File: src/rtl/instr_mem_pkg.sv
// Shared types and constants for the instruction-memory responder.
package instr_mem_pkg;

    localparam int INSTR_WORD_WIDTH = 32;
    localparam int MAX_LATENCY      = 4;

    typedef struct packed {
        logic                        valid;
        logic                        err;
        logic [INSTR_WORD_WIDTH-1:0] data;
    } instr_resp_t;

endpackage

File: src/rtl/instr_mem_responder_if.sv
// Instruction-fetch bus (req/gnt/rvalid/rdata/err) between the core and the responder.
interface instr_mem_responder_if;

    logic        instr_req;
    logic [31:0] instr_addr;
    logic        instr_gnt;
    logic        instr_rvalid;
    logic [31:0] instr_rdata;
    logic        instr_err;

    modport master (
        output instr_req, instr_addr,
        input  instr_gnt, instr_rvalid, instr_rdata, instr_err
    );

    modport slave (
        input  instr_req, instr_addr,
        output instr_gnt, instr_rvalid, instr_rdata, instr_err
    );

endinterface

File: src/rtl/instr_mem_resp_pipe.sv
// Fixed-latency response shift register; bubbles clear valid/err but keep the last data word.
module instr_mem_resp_pipe
    import instr_mem_pkg::*;
#(
    parameter int LATENCY = 1
) (
    input  logic        clk,
    input  logic        rst,
    input  instr_resp_t resp_i,
    output instr_resp_t resp_o
);

    for (genvar gi = 0; gi < LATENCY; gi++) begin : g_stage
        instr_resp_t src;
        instr_resp_t stage_d;
        instr_resp_t stage_q;

        if (gi == 0) begin : g_head
            assign src = resp_i;
        end else begin : g_body
            assign src = g_stage[gi-1].stage_q;
        end

        always_comb begin
            stage_d = src;
            if (!src.valid) begin
                stage_d.err  = 1'b0;
                stage_d.data = stage_q.data;
            end
        end

        always_ff @(posedge clk) begin
            if (rst) begin
                stage_q <= '0;
            end else begin
                stage_q <= stage_d;
            end
        end
    end

    assign resp_o = g_stage[LATENCY-1].stage_q;

endmodule

File: src/rtl/instr_mem_responder.sv
// Instruction-fetch responder: word RAM, program-load port, fixed-latency in-order responses.
// Define INSTR_MEM_ERR_EN to grant out-of-range fetches and answer them with err=1, rdata=0.
module instr_mem_responder
    import instr_mem_pkg::*;
#(
    parameter int          N_WORDS   = 16,
    parameter logic [31:0] BASE_ADDR = 32'h0,
    parameter int          LATENCY   = 1
) (
    input  logic                  clk,
    input  logic                  rst,
    instr_mem_responder_if.slave  instr_bus,
    input  logic                  stall_i,
    input  logic                  load_we_i,
    input  logic [31:0]           load_addr_i,
    input  logic [31:0]           load_wdata_i
);

    localparam int          IDX_W = (N_WORDS > 1) ? $clog2(N_WORDS) : 1;
    localparam logic [31:0] SPAN  = 32'(N_WORDS * 4);
`ifdef INSTR_MEM_ERR_EN
    localparam logic ERR_EN = 1'b1;
`else
    localparam logic ERR_EN = 1'b0;
`endif

    if (LATENCY < 1 || LATENCY > MAX_LATENCY) begin : g_bad_latency
        $error("instr_mem_responder: LATENCY must be 1..%0d", MAX_LATENCY);
    end

    logic [INSTR_WORD_WIDTH-1:0] mem_q [N_WORDS];

    logic [31:0]      fetch_off;
    logic [31:0]      load_off;
    logic             fetch_in_range;
    logic             load_in_range;
    logic [IDX_W-1:0] fetch_idx;
    logic [IDX_W-1:0] load_idx;
    logic             gnt;
    instr_resp_t      resp_d;
    instr_resp_t      resp_q;

    // Subtracting first makes addresses below BASE_ADDR wrap high and fail the range test.
    assign fetch_off      = instr_bus.instr_addr - BASE_ADDR;
    assign load_off       = load_addr_i - BASE_ADDR;
    assign fetch_in_range = (fetch_off < SPAN);
    assign load_in_range  = (load_off < SPAN);
    assign fetch_idx      = fetch_off[IDX_W+1:2];
    assign load_idx       = load_off[IDX_W+1:2];

    assign gnt = !rst && instr_bus.instr_req && !stall_i && !load_we_i
                 && (fetch_in_range || ERR_EN);

    always_ff @(posedge clk) begin
        if (load_we_i && load_in_range) begin
            mem_q[load_idx] <= load_wdata_i;
        end
    end

    // Read is registered by the first pipe stage; a load never coincides with a grant.
    always_comb begin
        resp_d       = '0;
        resp_d.valid = gnt;
        resp_d.err   = ERR_EN && gnt && !fetch_in_range;
        if (gnt && fetch_in_range) begin
            resp_d.data = mem_q[fetch_idx];
        end
    end

    instr_mem_resp_pipe #(
        .LATENCY (LATENCY)
    ) u_resp_pipe (
        .clk    (clk),
        .rst    (rst),
        .resp_i (resp_d),
        .resp_o (resp_q)
    );

    // Masking with rst keeps a response maturing in the reset cycle itself from escaping.
    assign instr_bus.instr_gnt    = gnt;
    assign instr_bus.instr_rvalid = resp_q.valid && !rst;
    assign instr_bus.instr_err    = resp_q.err && !rst;
    assign instr_bus.instr_rdata  = resp_q.data;

endmodule

File: src/flat_wrapper.sv
// flat-port wrapper written by rule: the top's interface ports become plain ports
module instr_mem_responder_flat import instr_mem_pkg::*;
#(
    parameter int          N_WORDS   = 16,
    parameter logic [31:0] BASE_ADDR = 32'h0,
    parameter int          LATENCY   = 1
)
  (clk, rst, stall_i, load_we_i, load_addr_i, load_wdata_i, instr_bus_instr_req, instr_bus_instr_addr, instr_bus_instr_gnt, instr_bus_instr_rvalid, instr_bus_instr_rdata, instr_bus_instr_err);
  instr_mem_responder_if instr_bus_i ();
  input  logic clk;
  input  logic rst;
  input  logic stall_i;
  input  logic load_we_i;
  input  logic [31:0] load_addr_i;
  input  logic [31:0] load_wdata_i;
  input wire logic [$bits(instr_bus_i.instr_req)-1:0] instr_bus_instr_req;
  input wire logic [$bits(instr_bus_i.instr_addr)-1:0] instr_bus_instr_addr;
  output wire logic [$bits(instr_bus_i.instr_gnt)-1:0] instr_bus_instr_gnt;
  output wire logic [$bits(instr_bus_i.instr_rvalid)-1:0] instr_bus_instr_rvalid;
  output wire logic [$bits(instr_bus_i.instr_rdata)-1:0] instr_bus_instr_rdata;
  output wire logic [$bits(instr_bus_i.instr_err)-1:0] instr_bus_instr_err;
  assign instr_bus_i.instr_req = instr_bus_instr_req;
  assign instr_bus_i.instr_addr = instr_bus_instr_addr;
  assign instr_bus_instr_gnt = instr_bus_i.instr_gnt;
  assign instr_bus_instr_rvalid = instr_bus_i.instr_rvalid;
  assign instr_bus_instr_rdata = instr_bus_i.instr_rdata;
  assign instr_bus_instr_err = instr_bus_i.instr_err;
  instr_mem_responder #(.N_WORDS(N_WORDS), .BASE_ADDR(BASE_ADDR), .LATENCY(LATENCY)) u_core (.clk(clk), .rst(rst), .instr_bus(instr_bus_i), .stall_i(stall_i), .load_we_i(load_we_i), .load_addr_i(load_addr_i), .load_wdata_i(load_wdata_i));
endmodule
File: config.mk
export PLATFORM = sky130hd
export DESIGN_NAME = instr_mem_responder_flat
export DESIGN_NICKNAME = d
export VERILOG_FILES = /design/src/rtl/instr_mem_pkg.sv /design/src/rtl/instr_mem_responder_if.sv /design/src/rtl/instr_mem_resp_pipe.sv /design/src/rtl/instr_mem_responder.sv /design/src/flat_wrapper.sv
export SDC_FILE = /design/constraint.sdc
export NUM_CORES = 1
export LEC_CHECK = 0
export CAP_MARGIN = 30
export CORE_MARGIN = 1
export CORE_UTILIZATION = 30
export CTS_BUF_LIST = sky130_fd_sc_hd__clkbuf_4
export DETAILED_ROUTE_END_ITERATION = 8
export PLACE_DENSITY_LB_ADDON = 0.15
export SETUP_SLACK_MARGIN = 0.15
export SYNTH_ARGS = -nofsm -noshare
export SYNTH_HDL_FRONTEND = slang
export SYNTH_SLANG_ARGS = --single-unit
File: constraint.sdc
create_clock -name clk -period 5.35 [get_ports clk]
set_input_delay 0.8025 -clock clk [delete_from_list [all_inputs] [get_ports clk]]
set_output_delay 0.8025 -clock clk [all_outputs]
set_load 0.01 [all_outputs]
==> results of run 1 <==
routing by layer:
metal | vias up | global-route usage
met1 | 5556 | 0.209
met4 | 6 | 0.0523
li1 | 4556 | -
met2 | 334 | 0.234
met5 | - | 0
met3 | 98 | 0.0485
area by class of cell:
class / count / area (um^2) / share of cell area
clock buffers: 215 / 1610 / 0.0647
diodes: 4 / 10.0 / 0.000402
inverters: 3 / 11.3 / 0.000452
clock inverters: 22 / 136 / 0.00547
repair buffers: 168 / 1660 / 0.0666
multi-input cells: 306 / 4300 / 0.172
flip-flops and latches: 545 / 16000 / 0.643
well taps: 931 / 1160 / 0.0467
how the worst min path moves through the flow:
| stage | cells after the start | slack, ns | end | startpoint |
|---|---|---|---|---|
| after global placement | 1 | 0.46 | u_core.u_resp_pipe.resp_o[15]$_SDFFE_PP0P_ | u_core.u_resp_pipe.resp_o[15]$_SDFFE_PP0P_ |
| after CTS | 1 | 0.48 | u_core.u_resp_pipe.resp_o[11]$_SDFFE_PP0P_ | u_core.u_resp_pipe.resp_o[11]$_SDFFE_PP0P_ |
| final | 1 | 0.47 | u_core.u_resp_pipe.resp_o[11]$_SDFFE_PP0P_ | u_core.u_resp_pipe.resp_o[11]$_SDFFE_PP0P_ |
| after floorplan | 1 | 0.45 | u_core.u_resp_pipe.resp_o[0]$_SDFFE_PP0P_ | u_core.u_resp_pipe.resp_o[0]$_SDFFE_PP0P_ |
| after global routing | 1 | 0.50 | u_core.u_resp_pipe.resp_o[29]$_SDFFE_PP0P_ | u_core.u_resp_pipe.resp_o[29]$_SDFFE_PP0P_ |
| after detailed placement | 1 | 0.46 | u_core.u_resp_pipe.resp_o[11]$_SDFFE_PP0P_ | u_core.u_resp_pipe.resp_o[11]$_SDFFE_PP0P_ |
stage by stage:
step	util	total power [uW]	setup slack, ns	instance area, um^2	std cells
3_3_place_gp	0.337	5110	1.41	23100	1951
4_1_cts	0.363	8710	1.64	24900	2190
6_report	0.363	8560	1.71	24900	2194
3_5_place_dp	0.338	5120	1.39	23200	1953
5_1_grt	0.363	8940	1.52	24900	2194
2_1_floorplan	-	4930	0.966	20800	945
power breakdown:
group	switching, uW	total (uW)	internal, uW
Sequential	0.00000155	4660	4660
Combinational	190	362	173
Clock	1630	3540	1910
cell families (layout without fill, tap and decap cells):
family                 after synthesis  in the layout
AO/OA/AOI/OAI                      128            128
flip-flops                         545            545
multiplexers                       128            128
buffers and inverters               94            408
other                                1              5
AND/OR/NAND/NOR                     49             49
critical path, delay by kind of cell:
kind / cells / cell delay, ns
buf+inv: 3 / 1.10
simple gates: 3 / 0.94
cell usage after synthesis, types with 3 or more instances:
cell type	n	area, um^2
nor4_1	11	68.8
mux4_2	128	2880
buf_6	3	33.8
nor2b_1	4	25.0
buf_1	4	15.0
nor3_1	4	20.0
edfxtp_1	512	15400
buf_2	8	40.0
a211oi_1	32	240
dfxtp_1	33	661
inv_1	3	11.3
nor2_1	12	45.0
a31o_2	8	70.1
clkbuf_1	32	120
buf_4	44	330
a22oi_1	64	480
a31o_1	24	210
flip-flops by register name, indices dropped and copies added, names as in the netlist:
name,cells
u_core.u_resp_pipe.resp_o,33
u_core.mem_q,512
==> results.md, run 1 <==
Clocking:
- The clock sink count is 545.
- The buffer cell driving the clock tree root is clkbuf_4.
- The number of buffers inserted by post-CTS setup repair is 0.
- The clock-pin slew on the worst setup and hold paths is 0.06 ns.
- After clock tree synthesis, the flow added hold-fix buffers numbering 0.
- In this run the number of H-tree levels came out at 4.
- The TritonCTS clock tree is yes.
- The maximum buffer depth of the clock tree is 3.
- The number of gates resized after cts is 0.
- The number of CTS-inserted buffers is 142.
- The later pin in the worst-skew pair is clocked with a latency of 0.94 ns.

Critical path:
- The largest stage delay on the critical path is 0.57 ns.
- The most critical setup path has its endpoint at instr_bus_instr_gnt.
- The worst register-to-register path ends at u_core.u_resp_pipe.resp_o[3]$_SDFFE_PP0P_.
- The highest fanout seen on the critical path is 2.
- STA classifies the critical path endpoint as an output port.
- Data on the critical path is required at its endpoint by 4.55 ns.
- The source of the worst register-to-register timing path is u_core.mem_q[15][3]$_DFFE_PP_.
- The critical path starts at load_we_i.
- The start-to-end type of the worst setup path is in2out.
- The sort of element at the start of the critical path is an input port.
- For flop-to-flop paths, the worst setup slack is 3.75 ns.
- The largest individual stage delay along the critical path comes from the cell clkdlybuf4s50_1.
- The signal on the critical path passes through clkdlybuf4s50_1 > nor4_1 > nand4_1 > or2_2 > inv_1 > clkdlybuf4s50_1.
- The cell that appears most often on the critical path is clkdlybuf4s50_1.
- The worst register-to-register path has a depth of 4.
- The data arrival at the endpoint of the critical path is 2.84 ns.

Placed design:
- During placement, the flow inserted port buffers numbering 130.
- The last weighted congestion value of the routability-driven placer is 0.672.
- The sum of net half-perimeters after detailed placement is 27600 um.

Final layout:
- The area overhead of the layout relative to synthesis is 20.1%.
- In the final layout, the share of cells above drive strength 1 is 0.334.
- In the layout the commonest cells are edfxtp_1, clkbuf_4, mux4_2, clkdlybuf4s50_1, a22oi_1.
- The post-layout net count is 1267.
- The leading cell type in the layout, fill and taps excluded is edfxtp_1.
- The layout has 6435 filler cells.

Floorplan:
- The die is 265 um tall.
- The floorplan step set the die width to 265 um.
- The total die area is 70300 um^2.
- Row generation in the floorplan step produced 96 rows.
- During I/O placement, the number of pins put on the boundary was 136.
- The initial utilization of the core area, before any placement, comes to 0.303.
- The floorplan step defined a core boundary enclosing 68600 um^2.

Power:
- The static power due to leakage is 0.00778 uW.
- In this run the power density over the cells is 343 nW/um^2.
- The peak ir drop on the vdd network is 0.000117 V.

Global route:
- The via count of the first global-routing pass came to 11500.
- In the global route stage, overall resource usage came out at 0.154.
- The largest net degree at the start of global routing is 87.
- The number of antenna violations at the first check in global routing was 5.
- The wire length of the first global-routing pass is 77100 um.
- The final global-route overflow total is 0.

Synthesis:
- The xor and xnor area share after synthesis is 0.
- The count of flip-flops with a built-in enable after synthesis is 512.
- The netlist uses 30 different library cells.
- For this run, the number of Yosys warnings is 0.
- The simple-gate share of the synthesized area is 0.0139.
- The netlist area before placement is 20800 um^2.
- The count of mapped cells out of synthesis is 945.
- After synthesis, the share of flip-flops with an asynchronous set or reset is 0.
- The adder-cell area share of the yosys netlist is 0.
- The synthesized net count is 1046.
- The most common flop cell mapped by yosys is edfxtp_1.
- The dominant combinational cell family by area after synthesis is multiplexers.
- The compound-cell area share of the yosys netlist is 0.0482.
- The average instance in the mapped netlist occupies 22.0 um^2.
- The number of storage elements in the synthesis netlist is 545.
- The proportion of synthesized chip area in sequential cells is 0.772.
- The portion of synthesized area spent on multiplexers is 0.139.

Timing:
- The final setup TNS is 0 ns.
- The fmax is 274 MHz.
- Setup repair after global routing left no endpoint under its margin.
- For the finished layout, the period the worst path requires is 3.64 ns.
- The number of setup violations in the final report is 0.
- The final count of hold timing violations was 0.
- The final max-slew violation count was 0.
- Measured against its own limit, the worst slew margin works out to 0.374.
- The final setup skew is 0.0410 ns.
- At the pin with the least slew margin, the transition time is 0.939 ns.
- Dividing the final minimum period by the clock period gives 0.681.
- The tightest hold margin is 0.475 ns.

Drt:
- The post-detailed-route wirelength per cell is 24.1 um.
- The routed metal-1 wirelength is 24500 um.
- In the routed design, unresolved DRC markers number 0.
- Detailed routing placed a total of 24100 um of wire on met2.
- The final layout contains routed wiring with a total length of 52800 um.
- The number of routed nets with antenna violations is 0.
- The total number of vias is 10600.
- The starting DRC count in detailed routing is 640.
- The met3 wire length is 3030 um.
- The detail-routed via count per cell is 4.81.
- The pre-antenna-repair detailed-routing pass consisted of 5 iterations.
- Routed signal wires occupy layers up through met5.

Worst hold path:
- The path class of the tightest hold or removal check is reg2reg.

Job:
- The max capacitance violation total is 0.

Status:
- The flow ran to the end, and the final reports show no timing, DRC or antenna violations.
No activity file was read; power rests on OpenSTA's default activity.
==> run 2: changes to the inputs <==
==> constraint.sdc (replaced) <==
create_clock -name clk -period 3.2 [get_ports clk]
set_input_delay 0.48 -clock clk [delete_from_list [all_inputs] [get_ports clk]]
set_output_delay 0.48 -clock clk [all_outputs]
set_load 0.01 [all_outputs]
==> run 2 against run 1 <==
Effect of this change: combinational power rose by 76%; hold slack got worse by 0.0015 ns; die area did not move; register-to-register slack got worse by 2.3 ns; critical path depth rose by 1; via count rose by 1.5%; largest power group unchanged.
==> results.md, run 2 (synthesized netlist as in run 1, its figures left out) <==
Final layout:
- The number of flip-flops in the largest register came to 512 (unchanged).
- The combined area of the multi-input logic cells is 4340 um^2 (+0.87%).
- The area growth from synthesis to layout is 23.4%.
- The footprint of the flip-flops and latches came to 16000 um^2 (unchanged).
- The leading cell type in the layout, fill and taps excluded is edfxtp_1.
- The layout cell share with drive strength beyond 1 is 0.353 (+0.0190).
- Ranked by flip-flop count, first place goes to u_core.mem_q.
- In the layout the commonest cells are edfxtp_1, clkbuf_4, mux4_2, clkdlybuf4s50_1, a22oi_1.
- The number of filler instances in the final layout was 6369 (-1.0%).
- The fraction of the core area covered by cells at the end of the flow is 0.374 (+0.0102).
- The post-layout net count is 1305 (+3.0%).

Global route:
- The largest net degree at the start of global routing is 34 (-61%).
- The wire length of the first global-routing pass is 78900 um (+2.3%).
- The overall global routing resource usage is 0.159 (+0.00431).
- The via count of the first global-routing pass is 11800 (+2.3%).
- The final global-route overflow total was 0 (unchanged).
- The number of antenna violations at the first check in global routing came to 3 (-2).

Clocking:
- TritonCTS built the clock tree.
- The maximum buffer depth of the clock tree is 3 (unchanged).
- The number of CTS-inserted buffers is 149 (+4.9%).
- The total of hold buffers inserted after clock tree synthesis is 0 (unchanged).
- The buffer cell driving the clock tree root is clkbuf_4.
- The total number of H-tree levels came to 4 (unchanged).
- The clock-pin slew on the worst setup and hold paths is 0.06 ns (about the same).
- The later-pin clock latency in the skew report is 0.97 ns (+0.03 ns).
- The clock sink count is 545 (unchanged).

Critical path:
- The data arrival at the endpoint of the critical path is 2.13 ns (-0.71 ns).
- The capture point of the worst path is instr_bus_instr_gnt.
- The setup slack of the worst register-to-register path was 1.50 ns (-2.25 ns).
- The highest fanout seen on the critical path is 2 (unchanged).
- The data required time of the critical path is 2.72 ns (-1.83 ns).
- The endpoint of the most critical register-to-register path is u_core.u_resp_pipe.resp_o[9]$_SDFFE_PP0P_.
- The kind of end point of the critical path is an output port.
- The startpoint identified for the worst register-to-register timing path is u_core.mem_q[14][9]$_DFFE_PP_.
- The number of cell instances on the worst register-to-register path is 5 (+1).
- The sort of element at the start of the critical path is an input port.
- The start-to-end type of the worst setup path is in2out.
- In this run the worst setup path begins at instr_bus_instr_addr[28].

Floorplan:
- The total die area was 70300 um^2 (unchanged).
- The number of standard-cell rows in the floorplan is 96 (unchanged).
- The initial core utilization is 0.303 (unchanged).
- The number of primary I/O pins is 136 (unchanged).
- The total core area came to 68600 um^2 (unchanged).
- The floorplan die width is 265 um (unchanged).
- The floorplan die height is 265 um (unchanged).

Timing:
- The final period demand of the worst path is 2.61 ns.
- The final count of hold timing violations is 0 (unchanged).
- The number of setup violations in the final report was 0 (unchanged).
- The slew at the pin closest to its max-slew limit is 0.654 ns (-0.284 ns).
- The final setup TNS is 0 ns (unchanged).
- Setup repair after global routing left no endpoint under its margin.
- The worst-case headroom to the max-slew limit is 0.564 (+0.190).
- Derived from the worst setup path, the maximum achievable clock frequency is 383 MHz.
- The final max-slew violation count came to 0 (unchanged).
- Of the available clock period, the critical path in the final layout requires 0.815.
- The final setup skew is 0.0732 ns (+0.0322 ns).

Drt:
- The total routed wirelength is 54100 um (+2.4%).
- The post-detailed-route wirelength per cell was 24.0 um (-0.14%).
- The remaining design rule violation count was 0 (unchanged).
- The starting DRC count in detailed routing is 584 (-8.8%).
- The total number of vias was 10700 (+1.5%).
- The first-pass iteration count of the detailed router was 6 (+1).
- The detail-routed via count per cell came to 4.76 (-1.0%).
- The number of routed nets with antenna violations is 0 (unchanged).

Power:
- The logic gate share of total power is 0.044 (+0.002).
- The total net switching power is 3210 uW (+76%).
- The clock power share came to 0.423 (+0.010).
- The internal power component is 11400 uW (+69%).
- The sequential share of power was 0.533 (-0.011).
- The peak ir drop on the vdd network is 0.000275 V (+130%).
- The switching portion of total power is 0.220 (+0.00693).
- The ratio of total power to cell area is 570 nW/um^2 (+66%).
- The static power due to leakage is 0.00812 uW (+4.3%).

Status:
- The flow ran to the end, and the final reports show no timing, DRC or antenna violations.

Job:
- The max capacitance violation total is 0 (unchanged).

Worst hold path:
- The tightest min-delay check is of the reg2reg type.

Placed design:
- The sum of net half-perimeters after detailed placement is 29100 um (+5.4%).
- The quantity of I/O buffers inserted on ports is 130 (unchanged).
- The last weighted congestion value of the routability-driven placer came to 0.681 (+1.3%).
==> run 2: changes by cell type in the layout (fill, tap and decap cells not counted), sizes merged <==
cell	before	now
clkinv	16	40
bufinv	2	3
buf	38	70
inv	7	10
clkinvlp	0	1
dlymetal6s2s	0	1
clkdlybuf4s50	128	127
clkbuf	217	213
diode	4	3
==> run 2: how the worst min path moves through the flow <==
stage	startpoint	end	slack [ns]	depth (start not counted)
floorplan	u_core.u_resp_pipe.resp_o[0]$_SDFFE_PP0P_	u_core.u_resp_pipe.resp_o[0]$_SDFFE_PP0P_	0.45	1
global placement	u_core.u_resp_pipe.resp_o[11]$_SDFFE_PP0P_	u_core.u_resp_pipe.resp_o[11]$_SDFFE_PP0P_	0.46	1
detailed placement	u_core.u_resp_pipe.resp_o[4]$_SDFFE_PP0P_	u_core.u_resp_pipe.resp_o[4]$_SDFFE_PP0P_	0.46	1
CTS	load_wdata_i[1]	u_core.mem_q[8][1]$_DFFE_PP_	0.32	1
global route	load_wdata_i[2]	u_core.mem_q[14][2]$_DFFE_PP_	0.40	1
finish	u_core.u_resp_pipe.resp_o[4]$_SDFFE_PP0P_	u_core.u_resp_pipe.resp_o[4]$_SDFFE_PP0P_	0.47	1
==> run 2: through the flow <==
stage / hold slack, ns / std cells / setup WS, ns / power (uW) / instance area [um^2]
2_1_floorplan: 0.451 / 945 / 0.227 / 8240 / 20800
3_3_place_gp: 0.457 / 1984 / 0.0975 / 8580 / 23700
3_5_place_dp: 0.464 / 1984 / 0.0811 / 8590 / 23700
4_1_cts: 0.322 / 2247 / 0.153 / 14900 / 25600
5_1_grt: 0.401 / 2248 / 0.519 / 15300 / 25600
6_report: 0.473 / 2250 / 0.592 / 14600 / 25600
==> run 2: cell type report <==
class | instances | area share
Antenna cell | 3 | 0.000293
Clock buffer | 212 | 0.0621
Clock inverter | 51 | 0.0112
Inverter | 3 | 0.000439
Multi-Input combinational cell | 306 | 0.169
Sequential cell | 545 | 0.626
Tap cell | 931 | 0.0455
Timing Repair Buffer | 199 | 0.0856
==> run 2: worst max-delay path: stages <==
cell and delay, ns:
clkdlybuf4s50_1 0.44, nor4_2 0.29, nand4_1 0.22, buf_6 0.20, or2_2 0.29, inv_1 0.06
dlymetal6s2s_1 0.15
==> run 2: repair_timing <==
action                                  4_1_cts  5_1_grt
resized for setup                             3        1
pin swaps                                     2        2
gates cloned                                  0        0
endpoints found under the setup margin        1        1
setup buffers                                 0        0
==> run 2: power by group through the flow <==
stage,clock [uW],sequential (uW),combinational [uW]
global placement,0,7940,644
detailed placement,0,7940,651
CTS,6450,7780,655
global route,6820,7780,691
floorplan,0,7940,304
finish,6180,7790,638
==> run 2: per-layer routing <==
metal / up-vias / global-route usage / part of all wire
met3: 88 / 0.0438 / 0.046
met4: 2 / 0.0530 / 0.017
met2: 285 / 0.254 / 0.48
li1: 4662 / - / -
met1: 5674 / 0.208 / 0.45
met5: - / 0 / 0.00026
==> run 3: changes to the inputs <==
==> constraint.sdc (replaced) <==
create_clock -name clk -period 2.38 [get_ports clk]
set_input_delay 0.357 -clock clk [delete_from_list [all_inputs] [get_ports clk]]
set_output_delay 0.357 -clock clk [all_outputs]
set_load 0.01 [all_outputs]
==> run 3 against run 2 <==
Effect of this change: setup slack worse by 0.37 ns; combinational power up 41%; flip-flop and latch count unchanged; critical endpoint unchanged.
==> results.md, run 3 (synthesized netlist as in run 1, its figures left out) <==
Drt:
- The detail-routed via count per cell came to 4.71 (-1.1%).
- The total routed wirelength was 53600 um (-0.89%).
- The starting DRC count in detailed routing is 663 (+14%).
- The number of routed nets with antenna violations is 0 (unchanged).
- The remaining design rule violation count is 0 (unchanged).
- The first-pass iteration count of the detailed router is 6 (unchanged).
- The post-detailed-route wirelength per cell is 23.6 um (-2.0%).
- The total number of vias is 10700 (+0.093%).

Timing:
- The slack of the critical path is 0.220 ns (-0.372 ns).
- Derived from the worst setup path, the maximum achievable clock frequency is 463 MHz.
- Setup repair after global routing left no endpoint under its margin.
- The final max-slew violation count is 0 (unchanged).
- The final setup skew is 0.0380 ns (-0.0351 ns).
- The worst-case headroom to the max-slew limit is 0.558 (-0.00540).
- The slew at the pin closest to its max-slew limit is 0.662 ns (+0.00810 ns).
- The final count of hold timing violations was 0 (unchanged).
- The worst path needs 2.16 ns of the cycle, external delays included.
- The number of setup violations in the final report came to 0 (unchanged).
- The post-route clock period utilization is 0.908.

Final layout:
- The number of flip-flops in the largest register came to 512 (unchanged).
- The layout cell share with drive strength beyond 1 is 0.377 (+0.0245).
- The post-route cell area came to 26100 um^2 (+1.9%).
- The area overhead of the layout relative to synthesis is 25.7%.
- The leading cell type in the layout, fill and taps excluded is edfxtp_1.
- The number of filler instances in the final layout is 6324 (-0.71%).
- Ranked by flip-flop count, first place goes to u_core.mem_q.
- The combined area of the multi-input logic cells came to 4360 um^2 (+0.49%).
- The footprint of the flip-flops and latches is 16000 um^2 (unchanged).
- Leaving out fill and tap cells, the most frequent cells in the layout are edfxtp_1, clkbuf_4, mux4_2, clkdlybuf4s50_1, a22oi_1.
- The post-layout net count is 1336 (+2.4%).

Power:
- The peak ir drop on the vdd network is 0.000381 V (+39%).
- The ratio of total power to cell area was 769 nW/um^2 (+35%).
- The static power due to leakage is 0.00854 uW (+5.2%).

Global route:
- The overall global routing resource usage was 0.157 (-0.00167).
- The via count of the first global-routing pass is 11800 (-0.31%).
- The largest net degree at the start of global routing came to 37 (+8.8%).
- The wire length of the first global-routing pass came to 78100 um (-0.94%).
- The final global-route overflow total is 0 (unchanged).
- The number of antenna violations at the first check in global routing is 6 (+3).

Worst hold path:
- The classification of the worst-slack hold path is in2reg.

Floorplan:
- The initial core utilization is 0.303 (unchanged).
- The number of primary I/O pins is 136 (unchanged).
- The floorplan die height came to 265 um (unchanged).
- The total core area was 68600 um^2 (unchanged).
- The number of standard-cell rows in the floorplan is 96 (unchanged).
- The floorplan die width was 265 um (unchanged).
- The total die area is 70300 um^2 (unchanged).

Clocking:
- The number of CTS-inserted buffers is 147 (-1.3%).
- The maximum buffer depth of the clock tree is 3 (unchanged).
- The clock-pin slew on the worst setup and hold paths is 0.05 ns (about the same).
- The number of buffers inserted by post-CTS setup repair is 0 (unchanged).
- The later-pin clock latency in the skew report is 0.95 ns (-0.02 ns).
- The clock sink count is 545 (unchanged).
- The TritonCTS clock tree is yes.
- The total number of H-tree levels came to 4 (unchanged).
- The buffer cell driving the clock tree root is clkbuf_4.

Placed design:
- The last weighted congestion value of the routability-driven placer is 0.699 (+2.7%).
- The worst setup timing slack at the placement stage was -0.339 ns (-0.420 ns).
- The quantity of I/O buffers inserted on ports is 130 (unchanged).
- The post-placement cell area came to 24100 um^2 (+1.7%).
- The sum of net half-perimeters after detailed placement is 31300 um (+7.6%).

Critical path:
- STA classifies the critical path endpoint as an output port.
- The start-to-end type of the worst setup path is in2out.
- The highest fanout seen on the critical path is 2 (unchanged).
- The data required time of the critical path is 2.02 ns (-0.70 ns).
- The data arrival at the endpoint of the critical path came to 1.80 ns (-0.33 ns).
- STA classifies the critical path startpoint as an input port.

Job:
- The max capacitance violation total is 0 (unchanged).

Status:
- The run finished with clean final reports.
## run 3: metal layers
metal	GRT usage	wire length, um	vias up
met5	0	51	-
met4	0.0523	711	8
met3	0.0461	2930	66
met2	0.246	25700	310
met1	0.209	24200	5632
li1	-	-	4705
## run 3: repair_timing
| action | CTS | global route |
|---|---|---|
| pin swaps | 3 | 3 |
| hold endpoints to repair | 0 | 0 |
| resized for setup | 41 | 4 |
| endpoints found under the setup margin | 34 | 1 |
| hold buffers | 0 | 0 |
## run 3: worst max-delay path, stage by stage
cell and delay, ns:
clkdlybuf4s50_1 0.42, nor4b_2 0.28, nand4_1 0.16, buf_6 0.18, or2_4 0.23, inv_1 0.05, buf_2 0.12
## run 3: path summary, 6_finish.rpt
| kind | slack [ns] | end | cells past startpoint | startpoint |
|---|---|---|---|---|
| max | 0.22 | instr_bus_instr_gnt | 7 | instr_bus_instr_addr[31] |
| min | 0.34 | u_core.u_resp_pipe.resp_o[5]$_SDFFE_PP0P_ | 5 | instr_bus_instr_addr[2] |
| max reg2reg | 0.67 | u_core.u_resp_pipe.resp_o[10]$_SDFFE_PP0P_ | 5 | u_core.mem_q[7][10]$_DFFE_PP_ |
| min reg2reg | 0.47 | u_core.u_resp_pipe.resp_o[27]$_SDFFE_PP0P_ | 1 | u_core.u_resp_pipe.resp_o[27]$_SDFFE_PP0P_ |
## run 3: power breakdown
| group | total (uW) | switching, uW | internal [uW] |
|---|---|---|---|
| clock network | 8700 | 3780 | 4920 |
| registers | 10500 | 0.00000358 | 10500 |
| logic | 900 | 447 | 453 |
## run 3: metrics by stage
stage                     hold WS [ns]  total power, uW  utilization  instances  TNS (ns)
after global placement           0.458            11600        0.352       2017    -77.39
after detailed placement         0.462            11600        0.352       2017   -118.16
after CTS                        0.211            20400        0.380       2273         0
after global routing             0.297            21000        0.381       2276         0
after floorplan                  0.451            11100            -        945     -7.47
final                            0.337            20100        0.381       2276         0
## run 3: final cells by class
class                           count  area share
Sequential cell                   545       0.614
Clock inverter                     32      0.0115
Multi-Input combinational cell    306       0.167
Clock buffer                      224      0.0644
Antenna cell                        3    0.000288
Inverter                            3    0.000431
Timing Repair Buffer              232      0.0976
Tap cell                          931      0.0446
